<file path="src/rtl/arbiter_rr_decoded.sv">
// arbiter_rr_decoded
//   Round-robin arbiter for N = 2**M requesters sharing one resource. The
//   winner's binary index is registered, and the one-hot grant is decoded
//   from it. A grant is held until the owner drops its request, or until the
//   hold watchdog revokes it after MAX_HOLD cycles.
//
//   state   | meaning
//   --------+-----------------------------------------------------------
//   IDLE    | no owner; search from ptr for the next requester when enabled
//   BUSY    | grant active; only the owner's request and the watchdog matter
//
// Ports
//   i_clk          clock, rising edge
//   i_rst_n        asynchronous active-low reset
//   i_enable       allows new grants; an active grant is unaffected
//   i_req[N]       level requests; the owner must keep its bit high
//   o_grant_valid  a grant is active
//   o_grant_id[M]  binary index of the owner (last owner while idle)
//   o_grant[N]     one-hot decode of o_grant_id, zero while idle
//   o_timeout      one-cycle pulse when the watchdog revokes a grant
module arbiter_rr_decoded #(
   parameter int M        = 2,
   parameter int N        = 2**M,
   parameter int MAX_HOLD = 16
) (
   input  logic         i_clk,
   input  logic         i_rst_n,
   input  logic         i_enable,
   input  logic [N-1:0] i_req,
   output logic         o_grant_valid,
   output logic [M-1:0] o_grant_id,
   output logic [N-1:0] o_grant,
   output logic         o_timeout
);

   // With the watchdog disabled the counter is unused; keep one bit so the
   // declaration stays legal.
   localparam int HW = (MAX_HOLD > 0) ? $clog2(MAX_HOLD + 1) : 1;
   localparam logic [HW-1:0] HOLD_LIMIT = HW'(MAX_HOLD);

   localparam logic [0:0] ST_IDLE = 1'b0;
   localparam logic [0:0] ST_BUSY = 1'b1;

   logic [0:0]    state_q, state_d;
   logic [M-1:0]  ptr_q, ptr_d;
   logic [HW-1:0] hold_cnt_q, hold_cnt_d;
   logic [M-1:0]  grant_id_q, grant_id_d;
   logic          timeout_q, timeout_d;

   logic          found;
   logic [M-1:0]  winner;
   logic [M-1:0]  idx;
   logic          owner_req;

   // Rotating priority search: offsets 0..N-1 from ptr, index wraps mod N
   // through the natural M-bit overflow.
   always_comb begin
      found  = 1'b0;
      winner = '0;
      idx    = '0;
      for (int i = 0; i < N; i++) begin
         idx = ptr_q + M'(i);
         if (!found && i_req[idx]) begin
            found  = 1'b1;
            winner = idx;
         end
      end
   end

   assign owner_req = i_req[grant_id_q];

   always_comb begin
      state_d    = state_q;
      ptr_d      = ptr_q;
      hold_cnt_d = hold_cnt_q;
      grant_id_d = grant_id_q;
      timeout_d  = 1'b0;
      case (state_q)
         ST_IDLE: begin
            if (i_enable && found) begin
               grant_id_d = winner;
               hold_cnt_d = HW'(1);
               state_d    = ST_BUSY;
            end
         end
         ST_BUSY: begin
            // An owner drop wins over a simultaneous expiry: no timeout pulse.
            if (!owner_req) begin
               state_d    = ST_IDLE;
               ptr_d      = grant_id_q + M'(1);
               hold_cnt_d = '0;
            end else if ((MAX_HOLD > 0) && (hold_cnt_q == HOLD_LIMIT)) begin
               state_d    = ST_IDLE;
               ptr_d      = grant_id_q + M'(1);
               hold_cnt_d = '0;
               timeout_d  = 1'b1;
            end else if (MAX_HOLD > 0) begin
               hold_cnt_d = hold_cnt_q + HW'(1);
            end
         end
         default: begin
            state_d    = ST_IDLE;
            hold_cnt_d = '0;
         end
      endcase
   end

   always_ff @(posedge i_clk or negedge i_rst_n) begin
      if (!i_rst_n) begin
         state_q    <= ST_IDLE;
         ptr_q      <= '0;
         hold_cnt_q <= '0;
         grant_id_q <= '0;
         timeout_q  <= 1'b0;
      end else begin
         state_q    <= state_d;
         ptr_q      <= ptr_d;
         hold_cnt_q <= hold_cnt_d;
         grant_id_q <= grant_id_d;
         timeout_q  <= timeout_d;
      end
   end

   assign o_grant_valid = (state_q == ST_BUSY);
   assign o_grant_id    = grant_id_q;
   assign o_timeout     = timeout_q;

   // Decode of the registered index only, so at most one bit is ever set.
   always_comb begin
      o_grant = '0;
      if (o_grant_valid) o_grant[grant_id_q] = 1'b1;
   end

endmodule

</file>
<file path="config.mk">
export PLATFORM = sky130hd
export DESIGN_NAME = arbiter_rr_decoded
export DESIGN_NICKNAME = d
export VERILOG_FILES = /design/src/rtl/arbiter_rr_decoded.sv
export SDC_FILE = /design/constraint.sdc
export NUM_CORES = 1
export LEC_CHECK = 0
export CAP_MARGIN = 20
export CORE_MARGIN = 2
export CORE_UTILIZATION = 40
export DETAILED_ROUTE_END_ITERATION = 12
export PLACE_DENSITY_LB_ADDON = 0.12
export SLEW_MARGIN = 40
export SYNTH_ARGS = -nofsm -noshare
export SYNTH_HDL_FRONTEND = slang
export SYNTH_SLANG_ARGS = --single-unit
</file>
<file path="constraint.sdc">
create_clock -name i_clk -period 2.65 [get_ports i_clk]
set_input_delay 0.53 -clock i_clk [delete_from_list [all_inputs] [get_ports i_clk]]
set_output_delay 0.53 -clock i_clk [all_outputs]
set_load 0.01 [all_outputs]
</file>
* Word level (Yosys, flattened, before mapping)
Index checks and enable logic that the tools add are counted.
** Word-level totals
- Register bits after elaboration :: 11
- Input bits :: 7
- Output and inout bits :: 8
- Logic and storage cells :: 64
** Cells by class
- $add $sub $neg :: 5
- Order comparisons :: 6
- Equality and inequality tests :: 3
- Mux-type cells :: 34
- Bitwise logic cells :: 1
- Reductions and logical operators :: 10
** Operators with widths (number)
- $mux 1 :: 16
- $lt 2x3->1 const B :: 5
- $mux 5 :: 3
- $mux 2 :: 6
- $bmux 1 s2 :: 5
- $pmux 5 s2 :: 1
- $add 5x1->5 const B :: 1
- $eq 5x5->1 const B :: 1
- $logic_and 1x1->1 :: 5
- $add 2x1->2 const B :: 2
- $add 2x2->2 const B :: 2
- $mux 4 :: 1
- $reduce_and 2->1 :: 2
- $logic_not 1->1 :: 3
- $demux 1 s2 :: 1
- $ge 2x1->1 const B :: 1
- $ne 2x1->1 const B :: 1
- $ne 2x2->1 const B :: 1
- $pmux 1 s2 :: 1
- $not 1->1 :: 1

* Longest topological paths before layout
Gate-level depths: netlist (run 1).
- Depth after elaboration :: 15
- Mapped depth :: 5
- Gate-level depth less buffers :: 5

* Worst setup path after synthesis (run 1)
No wires, ideal clock.
- Kind :: register to register
- Start point :: reg grant_id_q[0] (netlist: o_grant_id[0])
- End point :: reg ptr_q[1]
- Data arrival time :: 1542 ps
- Setup slack :: 980 ps
- Stages on the path, launching flop included :: 4
- Path buffers :: 0
- Clock period less this slack :: 1670 ps
- Path through :: dfrtp_1 -> mux4_2 -> a21boi_2 -> mux2_1
** On the way
- Cells in the longest elaborated chain, start to end :: 4
** Ends and longest elaborated chain
- from (decl) :: RTL line 47 : logic [M-1:0] grant_id_q, grant_id_d;
- from (signal assigned) :: RTL line 119 : grant_id_q <= grant_id_d;
- $bmux 1 s2 :: RTL line 70 : assign owner_req = i_req[grant_id_q];
- $mux 1 (implied by the code) :: RTL line 70
- $ne 2x1->1 (no line)
- $reduce_and 2->1 (no line)
- to (signal assigned) :: RTL line 117 : ptr_q <= ptr_d;
- to (decl) :: RTL line 45 : logic [M-1:0] ptr_q, ptr_d;
Several ways; a longest one is shown, not always the timed one. The select of a mux whose other input is x is not followed.
A chain may end at the register's enable or synchronous reset.

* Worst setup path in the final report (run 1)
- Start point :: reg grant_id_q[0] (netlist: o_grant_id[0])
- End point :: out o_grant[0]
** On the way
- Cells in the longest elaborated chain, start to end :: 5
** Ends and longest elaborated chain
- $lt 2x3->1 (implied by the code) or $ge 2x1->1 (tied branches) :: RTL line 131 : if (o_grant_valid) o_grant[grant_id_q] = 1'b1;
- $logic_and 1x1->1 (implied by the code) :: RTL line 131
- $mux 1 (implied by the code) :: RTL line 131
- $demux 1 s2 (*) :: RTL line 131
- $mux 4 (*) :: RTL line 131
- to (decl) :: RTL line 32 : output logic [N-1:0] o_grant,
Every way passes the cells marked *; elsewhere a longest branch is shown, timed or not.

==> impl_metrics.env, run 1 <==
export IMPL_total_power_uw=814
export IMPL_tns_ns=0
export IMPL_hold_violations=0
export IMPL_power_frac_comb_pct=47.9
export IMPL_critPathLaunch="o_grant_id[0]$_DFFE_PN0P_"
export IMPL_avgSynthCellArea_um2=10.0
export IMPL_cp_num_buf_inv=2
export IMPL_r2r_slack_ns=0.95
export IMPL_final_nets=100
export IMPL_vias=565
export IMPL_drv_cap=0
export IMPL_fin_skew_ns=0.00713
export IMPL_internal_power_uw=498
export IMPL_critPathMaxFanout=6
export IMPL_p_leak_uw=0.000386
export IMPL_syn_area_um2=681
export IMPL_fmax_ghz=0.457
export IMPL_final_util_pct=55.6
export IMPL_slew_headroom_pct=67.5
export IMPL_crit_type="flop to output port"
export IMPL_drtIter0Drc=12
export IMPL_io_buffers=14
export IMPL_cts_root_buf="clkbuf_4"
export IMPL_p_sw_uw=316
export IMPL_maxSlewViolCount=0
export IMPL_num_antenna_cells=0
export IMPL_p_sw_share_pct=38.9
export IMPL_layout_min_cycle_time_ns=2.19
export IMPL_cp_required_ns=2.12
export IMPL_ys_warn_count=0
export IMPL_start_kind="flop"
export IMPL_tightest_slew_ns=0.486
export IMPL_htreeDepth=1
export IMPL_timing_rr_start="o_grant_id[0]$_DFFE_PN0P_"
export IMPL_grt_pass1_wl_um=2530
export IMPL_holdCritPathClass="flop to flop"
export IMPL_seq_power_share_pct=37.5
export IMPL_routed_wl_um=1340
export IMPL_post_route_period_util_pct=82.6
export IMPL_drive_gt1_share_pct=8.14
export IMPL_grt_max_degree=12
export IMPL_boundaryPins=15
export IMPL_start_util_pct=43.7
export IMPL_antenna_found_initial=0
export IMPL_grt_ovfl_total=0
export IMPL_cp_endpoint="o_grant[0]"
export IMPL_grt_pass1_vias=556
export IMPL_cts_buffers=3
export IMPL_fp_coreArea_um2=1560
export IMPL_placed_cell_area_um2=841
export IMPL_crit_cells=4
export IMPL_synth_nets=81
export IMPL_end_kind="output port"
export IMPL_fp_dieH_um=45.3
export IMPL_r2r_cells=3
export IMPL_path_cells="inv_1 -> ha_1 -> and2_1 -> clkdlybuf4s50_1"
export IMPL_status="completed"
export IMPL_irDropWorstVdd_uv=491
export IMPL_synthCells=68
export IMPL_die_area_um2=2050
export IMPL_synth_seq_area_share_pct=40.4
export IMPL_rsz0062_at_grt="false"
export IMPL_grt_use_total_pct=17.8
export IMPL_cts_tree="yes"
export IMPL_ant_nets=0
export IMPL_area_growth_pct=27.4
export IMPL_power_density_nw_per_um2=939
export IMPL_p_clk_share_pct=14.6
export IMPL_reg2reg_to="ptr_q[1]$_DFFE_PN0P_"
export IMPL_synth_seq_cells=11
export IMPL_slowest_delay_ns=0.47
export IMPL_clk_path_buf_depth=2
export IMPL_clk_pin_slew_ns=0.08
export IMPL_cp_arrival_ns=1.66
export IMPL_post_cts_setup_buffers=0
export IMPL_drc=0
export IMPL_finalSetupViolCount=0
export IMPL_ctsResizeCount=0
export IMPL_cp_top_family="buffers and inverters"
export IMPL_gp_congestion=0.701
export IMPL_wl_per_cell_um=13.1
export IMPL_clock_latency_ns=0.28
export IMPL_placement_rows=14
export IMPL_cts_sinks=11
export IMPL_min_path_cells=2
export IMPL_viasPerCell=5.54
export IMPL_yosysUniqueCellTypes=28
export IMPL_die_width_um=45.3
export IMPL_cpMaxStageDelayCell="clkdlybuf4s50_1"
export IMPL_dpl_hpwl_um=1030
export IMPL_first_pass_iters=4
export IMPL_postCtsHoldBufs=0
export IMPL_design_area_um2=867
## flip-flops by register name (all words and copies together), names as in the netlist
| signal | flops |
|---|---|
| hold_cnt_q | 5 |
| o_grant_id | 2 |
| o_grant_valid | 1 |
| o_timeout | 1 |
| ptr_q | 2 |
## power groups by stage
stage	combinational, uW	sequential, uW	clock [uW]
4_1_cts	395	308	121
3_3_place_gp	389	308	0
2_1_floorplan	238	300	0
3_5_place_dp	392	311	0
6_report	390	305	119
5_1_grt	440	325	131
## layout by cell type, fill, tap and decap left out
| master | instances |
|---|---|
| clkbuf_1 | 1 |
| nand2_1 | 5 |
| a22o_1 | 1 |
| ha_1 | 6 |
| and2_4 | 1 |
| a22oi_1 | 1 |
| nand3b_1 | 2 |
| and2_1 | 4 |
| mux2_1 | 1 |
| a221o_1 | 1 |
| mux4_2 | 1 |
| dfrtp_1 | 11 |
| a21oi_1 | 1 |
| nand2b_1 | 1 |
| nor2b_1 | 1 |
| clkbuf_4 | 3 |
| a21boi_2 | 1 |
| a31oi_1 | 1 |
| xor2_1 | 1 |
| nor2_1 | 5 |
| a31o_2 | 1 |
| o21ai_0 | 3 |
| a21o_1 | 1 |
| inv_1 | 5 |
| nand3_1 | 6 |
| mux2i_1 | 3 |
| or3_1 | 1 |
| nand4_1 | 1 |
| clkdlybuf4s50_1 | 14 |
| nand4b_1 | 1 |
| o41ai_1 | 1 |
## synth_stat cells
master / number / area, um^2
a21o_1: 1 / 7.51
nor2_1: 5 / 18.8
nor2b_1: 1 / 6.26
nand3_1: 6 / 30.0
nand4_1: 1 / 6.26
nand2b_1: 1 / 6.26
a31oi_1: 1 / 6.26
mux2i_1: 3 / 30.0
and2_4: 1 / 8.76
inv_1: 5 / 18.8
nand4b_1: 1 / 8.76
a21boi_2: 1 / 11.3
nand3b_1: 2 / 15.0
a21oi_1: 1 / 5.00
and2_1: 4 / 25.0
a31o_2: 1 / 8.76
nand2_1: 5 / 18.8
xor2_1: 1 / 8.76
dfrtp_1: 11 / 275
o41ai_1: 1 / 8.76
o21ai_0: 3 / 15.0
a221o_1: 1 / 10.0
mux2_1: 1 / 11.3
or3_1: 1 / 6.26
mux4_2: 1 / 22.5
ha_1: 6 / 75.1
a22oi_1: 1 / 7.51
a22o_1: 1 / 8.76
## final cells by class
cell class	count	area (um^2)
Multi-Input combinational cell	52	387
Sequential cell	11	275
Timing Repair Buffer	14	140
Clock buffer	4	26.3
Fill cell	144	692
Inverter	5	18.8
Tap cell	16	20.0
## worst min-delay path by stage
stage	start	endpoint	slack [ns]
after floorplan	i_rst_n	hold_cnt_q[0]$_DFFE_PN0P_	0.23
after global placement	hold_cnt_q[4]$_DFFE_PN0P_	hold_cnt_q[4]$_DFFE_PN0P_	0.52
after detailed placement	hold_cnt_q[4]$_DFFE_PN0P_	hold_cnt_q[4]$_DFFE_PN0P_	0.53
after CTS	hold_cnt_q[4]$_DFFE_PN0P_	hold_cnt_q[4]$_DFFE_PN0P_	0.55
after global routing	hold_cnt_q[4]$_DFFE_PN0P_	hold_cnt_q[4]$_DFFE_PN0P_	0.57
final	hold_cnt_q[4]$_DFFE_PN0P_	hold_cnt_q[4]$_DFFE_PN0P_	0.55
## layer usage
| metal | share of wire, % | global-route usage (%) | wire, um | vias up |
|---|---|---|---|---|
| met5 | 0 | 0 | 0 | - |
| met4 | 2.2 | 12.4 | 29 | 0 |
| met3 | 3.4 | 5.20 | 45 | 3 |
| met2 | 44 | 25.1 | 586 | 15 |
| met1 | 51 | 23.3 | 678 | 267 |
| li1 | - | - | - | 280 |
## tightest hold or removal path: cells and delay by family, from the launching register on
| kind | cells | cell delay [ns] |
|---|---|---|
| flops | 1 | 0.39 |
| simple gates | 2 | 0.13 |
## per-stage QoR
stage | hold slack [ns] | setup WS, ns | std cells
3_3_place_gp | 0.518 | 0.429 | 98
5_1_grt | 0.569 | 0.331 | 102
6_report | 0.548 | 0.461 | 102
4_1_cts | 0.547 | 0.430 | 102
2_1_floorplan | 0.234 | 0.980 | 68
3_5_place_dp | 0.531 | 0.371 | 98
## cells by family (layout without fill, tap and decap cells)
family | count (synthesis) | after routing | synth area share, %
adders and majority gates | 6 | 6 | 11.0
and+or+nand+nor | 28 | 28 | 22.1
muxes | 5 | 5 | 9.37
DFF | 11 | 11 | 40.4
xor gates and xnor gates | 1 | 1 | 1.29
buffers and inverters | 5 | 23 | 2.76
AOI/OAI and AO/OA | 12 | 12 | 13.1
Note: power is estimated with default switching activity, not from simulation.
==> inputs of run 2 (changes only) <==
==> constraint.sdc (replaced) <==
create_clock -name i_clk -period 2.3 [get_ports i_clk]
set_input_delay 0.46 -clock i_clk [delete_from_list [all_inputs] [get_ports i_clk]]
set_output_delay 0.46 -clock i_clk [all_outputs]
set_load 0.01 [all_outputs]
==> run 2 against run 1 <==
Effect of this change: non-clock buffer count stayed put; sequential power is 16% higher; hold slack worse by 0.024 ns; critical path depth stayed put; routed wire length is 3.8% lower; worst setup slack worse by 0.31 ns; die area stayed put; total power is 14% higher; core utilization stayed put; final area stayed put; critical endpoint unchanged; highest routed layer unchanged.
==> impl_metrics.env, run 2 (synthesized netlist as in run 1, its figures left out) <==
export IMPL_status="completed"
export IMPL_r2r_cells=3
export IMPL_grt_ovfl_total=0
export IMPL_fp_dieH_um=45.3
export IMPL_grt_use_total_pct=16.6
export IMPL_grt_max_degree=12
export IMPL_grt_pass1_wl_um=2390
export IMPL_tns_ns=0
export IMPL_viasPerCell=5.51
export IMPL_final_nets=100
export IMPL_post_route_period_util_pct=93.4
export IMPL_final_util_pct=55.6
export IMPL_htreeDepth=1
export IMPL_largest_reg_flops=5
export IMPL_maxSlewViolCount=0
export IMPL_fp_coreArea_um2=1560
export IMPL_cts_buffers=3
export IMPL_cp_endpoint="o_grant[0]"
export IMPL_p_leak_uw=0.000386
export IMPL_cts_root_buf="clkbuf_4"
export IMPL_r2r_slack_ns=0.56
export IMPL_crit_type="flop to output port"
export IMPL_wl_met1_um=626
export IMPL_drive_gt1_share_pct=8.14
export IMPL_cts_sinks=11
export IMPL_start_kind="flop"
export IMPL_clk_pin_slew_ns=0.06
export IMPL_grt_pass1_vias=531
export IMPL_postCtsHoldBufs=0
export IMPL_dpl_hpwl_um=1010
export IMPL_fin_skew_ns=0.00380
export IMPL_antenna_found_initial=0
export IMPL_gp_congestion=0.822
export IMPL_boundaryPins=15
export IMPL_end_kind="output port"
export IMPL_highest_layer="met4"
export IMPL_fmax_ghz=0.466
export IMPL_tightest_slew_ns=0.482
export IMPL_cp_required_ns=1.84
export IMPL_preCtsSetupSlack_ns=0.0995
export IMPL_cts_tree="yes"
export IMPL_irDropWorstVdd_uv=476
export IMPL_start_util_pct=43.7
export IMPL_reg2reg_to="ptr_q[1]$_DFFE_PN0P_"
export IMPL_clk_path_buf_depth=2
export IMPL_drv_cap=0
export IMPL_power_density_nw_per_um2=1070
export IMPL_critPathMaxFanout=6
export IMPL_rsz0062_at_grt="false"
export IMPL_critPathLaunch="o_grant_id[0]$_DFFE_PN0P_"
export IMPL_drtIter0Drc=5
export IMPL_layout_common_cells="clkdlybuf4s50_1 (14), dfrtp_1 (11), nand3_1 (6), ha_1 (6)"
export IMPL_finalSetupViolCount=0
export IMPL_vias=562
export IMPL_clock_latency_ns=0.26
export IMPL_num_antenna_cells=0
export IMPL_holdCritPathClass="input port to async pin"
export IMPL_fin_ws_ns=0.152
export IMPL_die_width_um=45.3
export IMPL_layout_commonest_cell="clkdlybuf4s50_1"
export IMPL_io_buffers=14
export IMPL_drc=0
export IMPL_dr_wl_met2_um=600
export IMPL_layout_min_cycle_time_ns=2.15
export IMPL_area_growth_pct=27.4
export IMPL_wl_per_cell_um=12.6
export IMPL_hold_violations=0
export IMPL_largest_register="hold_cnt_q"
export IMPL_slew_headroom_pct=67.7
export IMPL_routed_wl_um=1290
export IMPL_die_area_um2=2050
export IMPL_first_pass_iters=4
export IMPL_post_cts_setup_buffers=0
export IMPL_ctsResizeCount=0
export IMPL_placement_rows=14
export IMPL_wl_met3_um=50
export IMPL_ant_nets=0
export IMPL_cp_arrival_ns=1.69
export IMPL_timing_rr_start="o_grant_id[0]$_DFFE_PN0P_"
-- run 2: cell counts in the layout (fill, tap and decap cells not counted) --
Identical to the previous run, type by type.
-- run 2: how the worst min path moves through the flow --
stage                               from                   endpoint  cells after the start
2_1_floorplan                    i_rst_n  hold_cnt_q[0]$_DFFE_PN0P_                      0
3_3_place_gp   hold_cnt_q[4]$_DFFE_PN0P_  hold_cnt_q[4]$_DFFE_PN0P_                      2
3_5_place_dp   hold_cnt_q[4]$_DFFE_PN0P_  hold_cnt_q[4]$_DFFE_PN0P_                      2
4_1_cts                          i_rst_n        o_timeout$_DFF_PN0_                      1
5_1_grt                          i_rst_n  o_grant_id[1]$_DFFE_PN0P_                      1
6_report                         i_rst_n  o_grant_id[1]$_DFFE_PN0P_                      1
-- run 2: per-layer routing --
layer | up-vias | global-route usage [%]
li1 | 277 | -
met1 | 273 | 21.8
met2 | 10 | 25.4
met3 | 2 | 6.00
met4 | 0 | 5.29
met5 | - | 0
-- run 2: layout make-up --
type                       count  area [um^2]
timing repair buffer          14          140
tap                           16         20.0
sequential                    11          275
clock buffer                   4         26.3
fill                         136          692
multi-input combinational     52          387
inverter                       5         18.8
-- run 2: worst max-delay path: stages, from the launching register on --
cell and delay (ns):
dfrtp_1 0.48, inv_1 0.12, ha_1 0.20, and2_1 0.15
clkdlybuf4s50_1 0.47
-- run 2: power by group --
group / switching (uW) / leakage, uW / internal (uW) / total, uW
clock: 57.4 / 0.0000150 / 67.0 / 124
combinational: 199 / 0.000231 / 250 / 450
sequential: 95.6 / 0.000140 / 257 / 353
-- run 2: per-stage QoR --
stage | power (uW) | hold WS [ns] | cell area [um^2] | cells
finish | 927 | 0.524 | 867 | 102
global route | 1020 | 0.567 | 867 | 102
CTS | 940 | 0.534 | 867 | 102
detailed placement | 811 | 0.532 | 841 | 98
global placement | 804 | 0.524 | 841 | 98
floorplan | 619 | 0.164 | 681 | 68
==> inputs of run 3 (changes only) <==
--- a/config.mk
+++ b/config.mk
@@ -6,7 +6,6 @@
 export NUM_CORES = 1
 export LEC_CHECK = 0
 export CAP_MARGIN = 20
-export CORE_MARGIN = 2
 export CORE_UTILIZATION = 40
 export DETAILED_ROUTE_END_ITERATION = 12
 export PLACE_DENSITY_LB_ADDON = 0.12
==> run 3 against run 2 <==
Effect of this change: die area is 8.6% lower; worst setup slack improved by 0.013 ns; count of clock-buffer cells in the layout decreased by 1; combinational power is essentially flat; critical path depth did not move; global-route usage increased by 0.61 points; flip-flop and latch count did not move; final cell count up 0.98%; first-iteration DRC count rose to 2.8 times the previous value; hold slack worse by 0.0027 ns; critical endpoint unchanged; largest power group unchanged.
==> impl_metrics.env, run 3 (synthesized netlist as in run 1, its figures left out) <==
export IMPL_tns_ns=0
export IMPL_dpl_hpwl_um=1040
export IMPL_wl_met1_um=626
export IMPL_clk_path_buf_depth=2
export IMPL_layout_common_cells="clkdlybuf4s50_1 (14), dfrtp_1 (11), nand3_1 (6), ha_1 (6)"
export IMPL_critPathLaunch="o_grant_id[0]$_DFFE_PN0P_"
export IMPL_antenna_found_initial=0
export IMPL_htreeDepth=1
export IMPL_cts_tree="yes"
export IMPL_layout_min_cycle_time_ns=2.14
export IMPL_area_growth_pct=28.7
export IMPL_hold_violations=0
export IMPL_final_nets=101
export IMPL_drc=0
export IMPL_cts_buffers=3
export IMPL_start_kind="flop"
export IMPL_holdCritPathClass="input port to async pin"
export IMPL_drive_gt1_share_pct=10.3
export IMPL_preCtsSetupSlack_ns=0.143
export IMPL_p_clk_share_pct=13.6
export IMPL_internal_power_uw=574
export IMPL_drv_cap=0
export IMPL_crit_type="flop to output port"
export IMPL_grt_pass1_vias=526
export IMPL_power_frac_comb_pct=48.7
export IMPL_p_sw_uw=354
export IMPL_largest_register="hold_cnt_q"
export IMPL_drtIter0Drc=14
export IMPL_status="completed"
export IMPL_start_util_pct=44.2
export IMPL_fin_skew_ns=0.00189
export IMPL_layout_commonest_cell="clkdlybuf4s50_1"
export IMPL_wl_per_cell_um=12.4
export IMPL_clk_pin_slew_ns=0.07
export IMPL_fp_dieH_um=43.3
export IMPL_rsz0062_at_grt="false"
export IMPL_wl_met3_um=91
export IMPL_slew_headroom_pct=67.4
export IMPL_end_kind="output port"
export IMPL_num_antenna_cells=0
export IMPL_fp_coreArea_um2=1540
export IMPL_power_density_nw_per_um2=1060
export IMPL_p_sw_share_pct=38.2
export IMPL_p_leak_uw=0.000393
export IMPL_die_width_um=43.3
export IMPL_irDropWorstVdd_uv=604
export IMPL_ant_nets=0
export IMPL_fin_ws_ns=0.165
export IMPL_timing_rr_start="o_grant_id[0]$_DFFE_PN0P_"
export IMPL_critPathMaxFanout=6
export IMPL_die_area_um2=1870
export IMPL_cp_arrival_ns=1.68
export IMPL_cts_sinks=11
export IMPL_largest_reg_flops=5
export IMPL_clock_latency_ns=0.26
export IMPL_postCtsHoldBufs=0
export IMPL_highest_layer="met4"
export IMPL_post_route_period_util_pct=92.8
export IMPL_grt_use_total_pct=17.2
export IMPL_boundaryPins=15
export IMPL_grt_ovfl_total=0
export IMPL_maxSlewViolCount=0
export IMPL_placement_rows=14
export IMPL_cp_required_ns=1.84
export IMPL_dr_wl_met2_um=547
export IMPL_gp_congestion=0.866
export IMPL_fmax_ghz=0.468
export IMPL_io_buffers=14
export IMPL_tightest_slew_ns=0.488
export IMPL_cts_root_buf="clkbuf_4"
export IMPL_ctsResizeCount=0
export IMPL_first_pass_iters=4
export IMPL_grt_pass1_wl_um=2330
export IMPL_post_cts_setup_buffers=0
export IMPL_viasPerCell=5.37
export IMPL_finalSetupViolCount=0
export IMPL_seq_power_share_pct=37.8
export IMPL_routed_wl_um=1280
export IMPL_grt_max_degree=12
export IMPL_vias=553
[run 3: changes by cell type in the layout (fill, tap and decap cells not counted)]
cell      delta
buf_4        +1
clkbuf_1     -1
clkinv_2     +1
[run 3: power by group through the flow]
stage                     registers, uW  logic (uW)  clock network [uW]
after floorplan                     345         274                   0
after global placement              352         451                   0
after detailed placement            355         456                   0
after CTS                           351         457                 133
after global routing                367         504                 148
final                               351         452                 126
[run 3: through the flow]
| step | power, uW | instance area [um^2] | hold WS [ns] | std cells | utilization (%) |
|---|---|---|---|---|---|
| after detailed placement | 810 | 848 | 0.529 | 99 | 55.0 |
| final | 929 | 876 | 0.521 | 103 | 56.8 |
| after global placement | 804 | 848 | 0.518 | 99 | 55.0 |
| after global routing | 1020 | 876 | 0.564 | 103 | 56.8 |
| after floorplan | 619 | 681 | 0.164 | 68 | - |
| after CTS | 941 | 876 | 0.533 | 103 | 56.8 |
[run 3: final timing paths]
path	cells after the start	slack, ns	end
min in group i_clk	2	0.54	hold_cnt_q[4]$_DFFE_PN0P_
worst min register to register	2	0.54	hold_cnt_q[4]$_DFFE_PN0P_
worst max register to register	3	0.58	ptr_q[1]$_DFFE_PN0P_
worst max-delay path	4	0.16	o_grant[0]
max in group asynchronous	1	1.45	hold_cnt_q[3]$_DFFE_PN0P_
worst min-delay path	1	0.52	o_grant_id[1]$_DFFE_PN0P_
[run 3: worst max-delay path, stage by stage, from the launching register on]
cell and delay, ns:
dfrtp_1 0.47, inv_1 0.12, ha_1 0.21, and2_1 0.15
clkdlybuf4s50_1 0.47
[run 3: cell type report]
type | instances | area (um^2)
inverters | 5 | 18.8
well taps | 16 | 20.0
clock buffers | 3 | 22.5
flip-flops and latches | 11 | 275
clock inverters | 1 | 5.00
multi-input cells | 52 | 387
repair buffers | 15 | 148
fillers | 138 | 666
[run 3: metal layers]
| metal | vias to the layer above | track usage, % |
|---|---|---|
| met2 | 20 | 26.0 |
| met4 | 0 | 5.45 |
| met3 | 2 | 8.09 |
| met5 | - | 0 |
| li1 | 283 | - |
| met1 | 248 | 21.7 |
